===== config.mk =====
export PLATFORM = sky130hd
export DESIGN_NAME = multicycle_ctrl
export DESIGN_NICKNAME = d
export VERILOG_FILES = /design/src/rtl/multicycle_ctrl_pkg.sv /design/src/rtl/mc_alu_decode.sv /design/src/rtl/multicycle_ctrl.sv
export SDC_FILE = /design/constraint.sdc
export NUM_CORES = 1
export LEC_CHECK = 0
export CAP_MARGIN = 25
export CORE_UTILIZATION = 50
export CTS_CLUSTER_DIAMETER = 150
export DETAILED_ROUTE_END_ITERATION = 6
export GPL_TIMING_DRIVEN = 1
export PLACE_DENSITY = 0.84
export SETUP_SLACK_MARGIN = 0.05
export SLEW_MARGIN = 20
export SYNTH_ARGS = -nofsm -noshare
export SYNTH_HDL_FRONTEND = slang
export SYNTH_SLANG_ARGS = --single-unit

===== constraint.sdc =====
create_clock -name clk -period 2.73 [get_ports clk]
set_input_delay 0.546 -clock clk [delete_from_list [all_inputs] [get_ports clk]]
set_output_delay 0.546 -clock clk [all_outputs]
set_load 0.02 [all_outputs]

===== src/rtl/multicycle_ctrl_pkg.sv =====
// Shared encodings for the multicycle MIPS-subset control unit, datapath and ALU.
// State codes are visible on the debug port, so their values are fixed.
package multicycle_ctrl_pkg;

    typedef enum logic [3:0] {
        ST_FETCH    = 4'd0,
        ST_DECODE   = 4'd1,
        ST_EXEC_R   = 4'd2,
        ST_WB_R     = 4'd3,
        ST_EXEC_I   = 4'd4,
        ST_WB_I     = 4'd5,
        ST_MEM_ADDR = 4'd6,
        ST_MEM_RD   = 4'd7,
        ST_MEM_WB   = 4'd8,
        ST_MEM_WR   = 4'd9,
        ST_BRANCH   = 4'd10,
        ST_JUMP     = 4'd11
    } state_e;

    localparam logic [5:0] OP_RTYPE = 6'b000000;
    localparam logic [5:0] OP_LW    = 6'b100011;
    localparam logic [5:0] OP_SW    = 6'b101011;
    localparam logic [5:0] OP_BEQ   = 6'b000100;
    localparam logic [5:0] OP_J     = 6'b000010;
    localparam logic [5:0] OP_ORI   = 6'b001101;
    localparam logic [5:0] OP_ADDIU = 6'b001001;

    localparam logic [5:0] FN_ADD = 6'b100001;
    localparam logic [5:0] FN_SUB = 6'b100011;
    localparam logic [5:0] FN_AND = 6'b100100;
    localparam logic [5:0] FN_OR  = 6'b100101;
    localparam logic [5:0] FN_SLT = 6'b101010;

    localparam logic [2:0] ALU_ADD = 3'd0;
    localparam logic [2:0] ALU_SUB = 3'd1;
    localparam logic [2:0] ALU_AND = 3'd2;
    localparam logic [2:0] ALU_OR  = 3'd3;
    localparam logic [2:0] ALU_SLT = 3'd4;

    localparam logic [1:0] PCSRC_ALU    = 2'd0;
    localparam logic [1:0] PCSRC_ALUOUT = 2'd1;
    localparam logic [1:0] PCSRC_JUMP   = 2'd2;

    localparam logic [1:0] SRCB_BUSB    = 2'd0;
    localparam logic [1:0] SRCB_FOUR    = 2'd1;
    localparam logic [1:0] SRCB_IMM     = 2'd2;
    localparam logic [1:0] SRCB_IMM_SH2 = 2'd3;

    typedef struct packed {
        logic       pc_wr;
        logic       pc_wr_cond;
        logic [1:0] pc_src;
        logic       ir_wr;
        logic       mem_rd;
        logic       mem_wr;
        logic       iord;
        logic       reg_wr;
        logic       reg_dst;
        logic       mem_to_reg;
        logic       alu_src_a;
        logic [1:0] alu_src_b;
        logic       ext_op;
        logic [2:0] alu_ctr;
    } ctrl_t;

endpackage


===== src/rtl/mc_alu_decode.sv =====
// Combinational op/funct decode to ALU operation and immediate extension.
// valid is low for unsupported R-type functs and unknown opcodes.
module mc_alu_decode
    import multicycle_ctrl_pkg::*;
(
    input  logic [5:0] op,
    input  logic [5:0] funct,
    output logic [2:0] alu_ctr,
    output logic       ext_op,
    output logic       valid
);

    always_comb begin
        alu_ctr = ALU_ADD;
        ext_op  = 1'b0;
        valid   = 1'b0;
        case (op)
            OP_RTYPE: begin
                valid = 1'b1;
                case (funct)
                    FN_ADD:  alu_ctr = ALU_ADD;
                    FN_SUB:  alu_ctr = ALU_SUB;
                    FN_AND:  alu_ctr = ALU_AND;
                    FN_OR:   alu_ctr = ALU_OR;
                    FN_SLT:  alu_ctr = ALU_SLT;
                    default: valid   = 1'b0;
                endcase
            end
            OP_ORI: begin
                alu_ctr = ALU_OR;
                valid   = 1'b1;
            end
            OP_ADDIU, OP_LW, OP_SW: begin
                ext_op = 1'b1;
                valid  = 1'b1;
            end
            OP_BEQ: begin
                alu_ctr = ALU_SUB;
                ext_op  = 1'b1;
                valid   = 1'b1;
            end
            default: ;
        endcase
    end

endmodule


===== src/rtl/multicycle_ctrl.sv =====
// Moore control FSM for the multicycle MIPS-subset datapath, with a wait counter
// that stretches fetch / load / store memory states to MEM_LAT cycles.
module multicycle_ctrl
    import multicycle_ctrl_pkg::*;
#(
    parameter int MEM_LAT = 1
) (
    input  logic       clk,
    input  logic       rst,
    input  logic [5:0] op,
    input  logic [5:0] funct,
    input  logic       zero,
    output logic       PCWr,
    output logic       PCWrCond,
    output logic [1:0] PCSrc,
    output logic       IRWr,
    output logic       MemRd,
    output logic       MemWr,
    output logic       IorD,
    output logic       RegWr,
    output logic       RegDst,
    output logic       MemtoReg,
    output logic       ALUSrcA,
    output logic [1:0] ALUSrcB,
    output logic       ExtOp,
    output logic [2:0] ALUCtr,
    output logic [3:0] state
);

    localparam logic [3:0] CNT_LAST = 4'(MEM_LAT - 1);

    state_e     state_q, state_d;
    logic [3:0] cnt_q, cnt_d;
    logic [5:0] op_q, op_d;
    logic [5:0] funct_q, funct_d;
    ctrl_t      ctrl, ctrl_out;
    logic       mem_last;
    logic [2:0] dec_alu_ctr;
    logic       dec_ext_op;
    logic       dec_valid;

    // The beq condition is applied in the datapath through PCWrCond.
    logic unused_zero;
    assign unused_zero = zero;

    mc_alu_decode u_alu_decode (
        .op      (op_q),
        .funct   (funct_q),
        .alu_ctr (dec_alu_ctr),
        .ext_op  (dec_ext_op),
        .valid   (dec_valid)
    );

    always_ff @(posedge clk) begin
        if (rst) begin
            state_q <= ST_FETCH;
            cnt_q   <= 4'd0;
            op_q    <= 6'd0;
            funct_q <= 6'd0;
        end else begin
            state_q <= state_d;
            cnt_q   <= cnt_d;
            op_q    <= op_d;
            funct_q <= funct_d;
        end
    end

    assign mem_last = (cnt_q == CNT_LAST);

    always_comb begin
        state_d      = state_q;
        cnt_d        = 4'd0;
        op_d         = op_q;
        funct_d      = funct_q;
        ctrl         = '0;
        ctrl.alu_ctr = ALU_ADD;
        case (state_q)
            ST_FETCH: begin
                ctrl.mem_rd = 1'b1;
                if (mem_last) begin
                    ctrl.ir_wr     = 1'b1;
                    ctrl.pc_wr     = 1'b1;
                    ctrl.pc_src    = PCSRC_ALU;
                    ctrl.alu_src_b = SRCB_FOUR;
                    state_d        = ST_DECODE;
                end else begin
                    cnt_d = cnt_q + 4'd1;
                end
            end
            ST_DECODE: begin
                op_d           = op;
                funct_d        = funct;
                ctrl.alu_src_b = SRCB_IMM_SH2;
                case (op)
                    OP_RTYPE:        state_d = ST_EXEC_R;
                    OP_LW, OP_SW:    state_d = ST_MEM_ADDR;
                    OP_BEQ:          state_d = ST_BRANCH;
                    OP_J:            state_d = ST_JUMP;
                    OP_ORI, OP_ADDIU: state_d = ST_EXEC_I;
                    default:         state_d = ST_FETCH;
                endcase
            end
            ST_EXEC_R: begin
                ctrl.alu_src_a = 1'b1;
                ctrl.alu_src_b = SRCB_BUSB;
                ctrl.alu_ctr   = dec_alu_ctr;
                // Unsupported funct retires as a NOP without touching the register file.
                state_d        = dec_valid ? ST_WB_R : ST_FETCH;
            end
            ST_WB_R: begin
                ctrl.reg_wr  = 1'b1;
                ctrl.reg_dst = 1'b1;
                state_d      = ST_FETCH;
            end
            ST_EXEC_I: begin
                ctrl.alu_src_a = 1'b1;
                ctrl.alu_src_b = SRCB_IMM;
                ctrl.ext_op    = dec_ext_op;
                ctrl.alu_ctr   = dec_alu_ctr;
                state_d        = ST_WB_I;
            end
            ST_WB_I: begin
                ctrl.reg_wr = 1'b1;
                state_d     = ST_FETCH;
            end
            ST_MEM_ADDR: begin
                ctrl.alu_src_a = 1'b1;
                ctrl.alu_src_b = SRCB_IMM;
                ctrl.ext_op    = 1'b1;
                state_d        = (op_q == OP_LW) ? ST_MEM_RD : ST_MEM_WR;
            end
            ST_MEM_RD: begin
                ctrl.mem_rd = 1'b1;
                ctrl.iord   = 1'b1;
                if (mem_last) state_d = ST_MEM_WB;
                else          cnt_d   = cnt_q + 4'd1;
            end
            ST_MEM_WB: begin
                ctrl.reg_wr     = 1'b1;
                ctrl.mem_to_reg = 1'b1;
                state_d         = ST_FETCH;
            end
            ST_MEM_WR: begin
                ctrl.mem_wr = 1'b1;
                ctrl.iord   = 1'b1;
                if (mem_last) state_d = ST_FETCH;
                else          cnt_d   = cnt_q + 4'd1;
            end
            ST_BRANCH: begin
                ctrl.alu_src_a  = 1'b1;
                ctrl.alu_src_b  = SRCB_BUSB;
                ctrl.alu_ctr    = ALU_SUB;
                ctrl.pc_wr_cond = 1'b1;
                ctrl.pc_src     = PCSRC_ALUOUT;
                state_d         = ST_FETCH;
            end
            ST_JUMP: begin
                ctrl.pc_wr  = 1'b1;
                ctrl.pc_src = PCSRC_JUMP;
                state_d     = ST_FETCH;
            end
            default: state_d = ST_FETCH;
        endcase
    end

    // Hold every strobe and select quiet while reset is applied.
    assign ctrl_out = rst ? '0 : ctrl;

    assign PCWr     = ctrl_out.pc_wr;
    assign PCWrCond = ctrl_out.pc_wr_cond;
    assign PCSrc    = ctrl_out.pc_src;
    assign IRWr     = ctrl_out.ir_wr;
    assign MemRd    = ctrl_out.mem_rd;
    assign MemWr    = ctrl_out.mem_wr;
    assign IorD     = ctrl_out.iord;
    assign RegWr    = ctrl_out.reg_wr;
    assign RegDst   = ctrl_out.reg_dst;
    assign MemtoReg = ctrl_out.mem_to_reg;
    assign ALUSrcA  = ctrl_out.alu_src_a;
    assign ALUSrcB  = ctrl_out.alu_src_b;
    assign ExtOp    = ctrl_out.ext_op;
    assign ALUCtr   = ctrl_out.alu_ctr;
    assign state    = state_q;

endmodule


==> run_results.csv <==
group,metric,value,unit
run_status,status,"finished, final reports clean",
worst_setup_path,cp-startpoint,"rst",
place,numPortBuffers,35,
clock_tree,clk_latency,330,ps
sta,min_period_over_period,96.28,%
sta,tightest_slew,765.3,ps
route,wl_per_cell,15.17,um
floorplanning,rows,18,
floorplanning,die_w,54.97,um
route,first_pass_iters,5,
route,totalWireLength,3.852,mm
yosys,synth_warnings,0,
clock_tree,cts_buffer_depth,2,
sta,fmax,380.4,MHz
floorplanning,die_area,3021,sq um
clock_tree,cts_made_buffers,3,
worst_setup_path,end_kind,"primary output",
yosys,ys_seq_area_share,28.55,%
yosys,synth_ff_type,"dfxtp_1",
place,gp_congestion,0.8872,
yosys,syn-instance-count,190,
yosys,postSynth.asyncResetShare,0,%
sta,setup_viol,0,
grt,grt.total_usage,27.64,%
worst_setup_path,r2r_cells,7,
finish,fin_util,72.71,%
power,p_leak,0.7944,nW
worst_setup_path,worstSetupPathType,"input pin to primary output",
clock_tree,cts_sinks,20,
floorplanning,die_y,54.97,um
floorplanning,ios,37,
grt,grt-ovfl-total,0,
worst_setup_path,worstPathArrival,2080,ps
sta,skew,16.85,ps
worst_setup_path,rr_startpoint,"cnt_q[0]$_SDFF_PP0_",
finish,nets,242,
finish,drive_gt1_share,12.50,%
worst_setup_path,r2r_setup_slack,880,ps
clock_tree,clkTransAtPathRegs,130,ps
grt,grt_pass1_vias,1417,
finish,seq_area,402.9,sq um
clock_tree,root_buffer,"clkbuf_4",
finish,area_growth_syn_to_layout,33.10,%
sta,slew_headroom,48.70,%
clock_tree,cts_hold_buf,0,
worst_setup_path,crit_fanout,11,
worst_setup_path,cp.required,2180,ps
route,final_antenna_net_count,0,
power,p_total,741.4,uW
worst_setup_path,cp-endpoint,"RegWr",
yosys,synth.net_count,207,
power,powerDensity,397.1,nW/um^2
worst_setup_path,reg2reg_to,"state[1]$_SDFFE_PP0P_",
sta,drv_slew,0,
sta,rsz0062_at_grt,"no",
yosys,syn_avg_cell_area,7.382,sq um
sta,hold_viol,0,
power,ir_worst_vdd,0.4212,mV
grt,grt_max_degree,18,
grt,antenna_found_initial,0,
finish,multi_input_area,919.6,sq um
route,drtIter0Drc,58,
clock_tree,htreeDepth,1,
yosys,ys_ff_latch,20,
floorplanning,start_util,54.63,%
yosys,synth_enable_flop_cells,0,
sta,tns,0,ps
sta,min_period,2629,ps
clock_tree,cts_tree,"yes",
grt,grt_pass1_wl,6.023,mm
route,viasPerCell,6.000,
yosys,syn_area,1403,sq um
route,dr_total_vias,1524,
route,drc,0,
place,dp_hpwl,2.887,mm
min_path,min_path_type,"register to register",
worst_setup_path,critPathLaunchType,"input pin",
flow_run,maxCapViolCount,0,
finish,fill_cells,218,
floorplanning,core,2567,sq um
yosys,ys_types,46,
finish,diodes,0,
-- synth_stat cells (2+ instances only) --
cell type,count,share of area [%]
nor4b_2,3,3.2
buf_2,6,2.1
ha_1,2,1.8
a22oi_1,2,1.1
a32o_1,2,1.4
nand2b_1,5,2.2
nor3b_1,4,2.1
buf_4,2,1.1
xnor2_1,2,1.2
nor3_2,2,1.4
a2bb2oi_1,2,1.2
inv_1,9,2.4
and3_1,2,0.89
o21ai_0,2,0.71
nor2b_1,4,1.8
nor3_1,10,3.6
nand3_1,7,2.5
nor3b_2,2,1.8
and2_1,2,0.89
nand2_1,29,7.8
nor2_1,21,5.6
a21oi_1,18,6.4
a211oi_1,2,1.1
dfxtp_1,20,29
xor2_1,4,2.5
clkbuf_1,6,1.6
-- sequential cells by signal, summed over array words and instances (netlist names) --
name / cells
cnt_q: 4
funct_q: 6
op_q: 6
state: 4
-- stage by stage --
step / area [sq um] / setup WS [ps] / hold slack (ps) / instances
CTS: 1851 / 65.36 / 472.4 / 254
floorplan: 1403 / 378.2 / 429.7 / 190
finish: 1867 / 101.4 / 471.5 / 254
global placement: 1790 / 21.01 / 437.9 / 250
detailed placement: 1790 / -69.22 / 454.3 / 250
global route: 1867 / 69.25 / 497.2 / 254
-- worst min-delay path by stage --
stage                            startpoint                 endpoint  slack, ps  depth (start not counted)
floorplan               cnt_q[0]$_SDFF_PP0_      cnt_q[0]$_SDFF_PP0_        430                          1
finish              funct_q[5]$_SDFFE_PP0P_  funct_q[5]$_SDFFE_PP0P_        470                          2
global placement    funct_q[5]$_SDFFE_PP0P_  funct_q[5]$_SDFFE_PP0P_        440                          2
CTS                 funct_q[5]$_SDFFE_PP0P_  funct_q[5]$_SDFFE_PP0P_        470                          2
global route        funct_q[5]$_SDFFE_PP0P_  funct_q[5]$_SDFFE_PP0P_        500                          2
detailed placement  funct_q[5]$_SDFFE_PP0P_  funct_q[5]$_SDFFE_PP0P_        450                          2
-- area by class of cell --
type / instances / area share [%]
inverters: 9 / 1.810
clock buffers: 3 / 1.206
flip-flops and latches: 20 / 21.58
multi-input cells: 147 / 49.26
repair buffers: 44 / 22.52
well taps: 30 / 2.011
clock inverters: 1 / 1.609
-- layout by cell type (no fill, tap or decap), drive strengths merged, types with 2 or more instances in the layout --
master          n
a21oi          18
nor4b           3
and2            2
nand2b          5
a211oi          3
dlymetal6s2s    4
xor2            4
inv             9
nand3           7
a32o            2
xnor2           2
clkbuf          3
ha              2
clkdlybuf4s50  25
dlygate4sd2     6
nand2          29
and3            2
nor2           21
a22oi           2
nor3b           6
buf             9
dfxtp          20
o21ai           3
nor2b           4
a2bb2oi         2
nor3           12
-- routing by layer --
metal | share of wire (%) | vias to the layer above | track usage, %
met4 | 1.8 | 0 | 11.25
met5 | 0 | - | 0
met1 | 42 | 729 | 33.33
met3 | 5.5 | 7 | 4.098
li1 | - | 734 | -
met2 | 51 | 54 | 48.59
-- where the power goes --
group	switching, mW	leakage [nW]	total [mW]	internal, mW
Clock	0.105	0.0279	0.254	0.149
Sequential	0.0182	0.164	0.324	0.306
Combinational	0.0910	0.603	0.163	0.0723
-- repair_timing --
action / in CTS / in global routing
endpoints found under the setup margin: 13 / 5
pin swaps: 0 / 0
setup buffers: 0 / 0
gates resized for setup: 10 / 6
-- worst max-delay path: stages --
cell and delay [ps]:
clkdlybuf4s50_1 460, buf_4 210, buf_4 170, nor2_1 100
clkdlybuf4s50_1 600
-- logic make-up (layout without fill, tap and decap cells) --
family	count (synthesis)	count (layout)	share of synthesized area, %
AO/OA/AOI/OAI	42	42	21.32
flip-flops	20	20	28.55
buffers and inverters	23	57	7.225
adder cells (fa/ha/maj)	2	2	1.784
XOR/XNOR	6	6	3.747
AND/OR/NAND/NOR	97	97	37.38
Note: power is estimated with default switching activity, not from simulation.
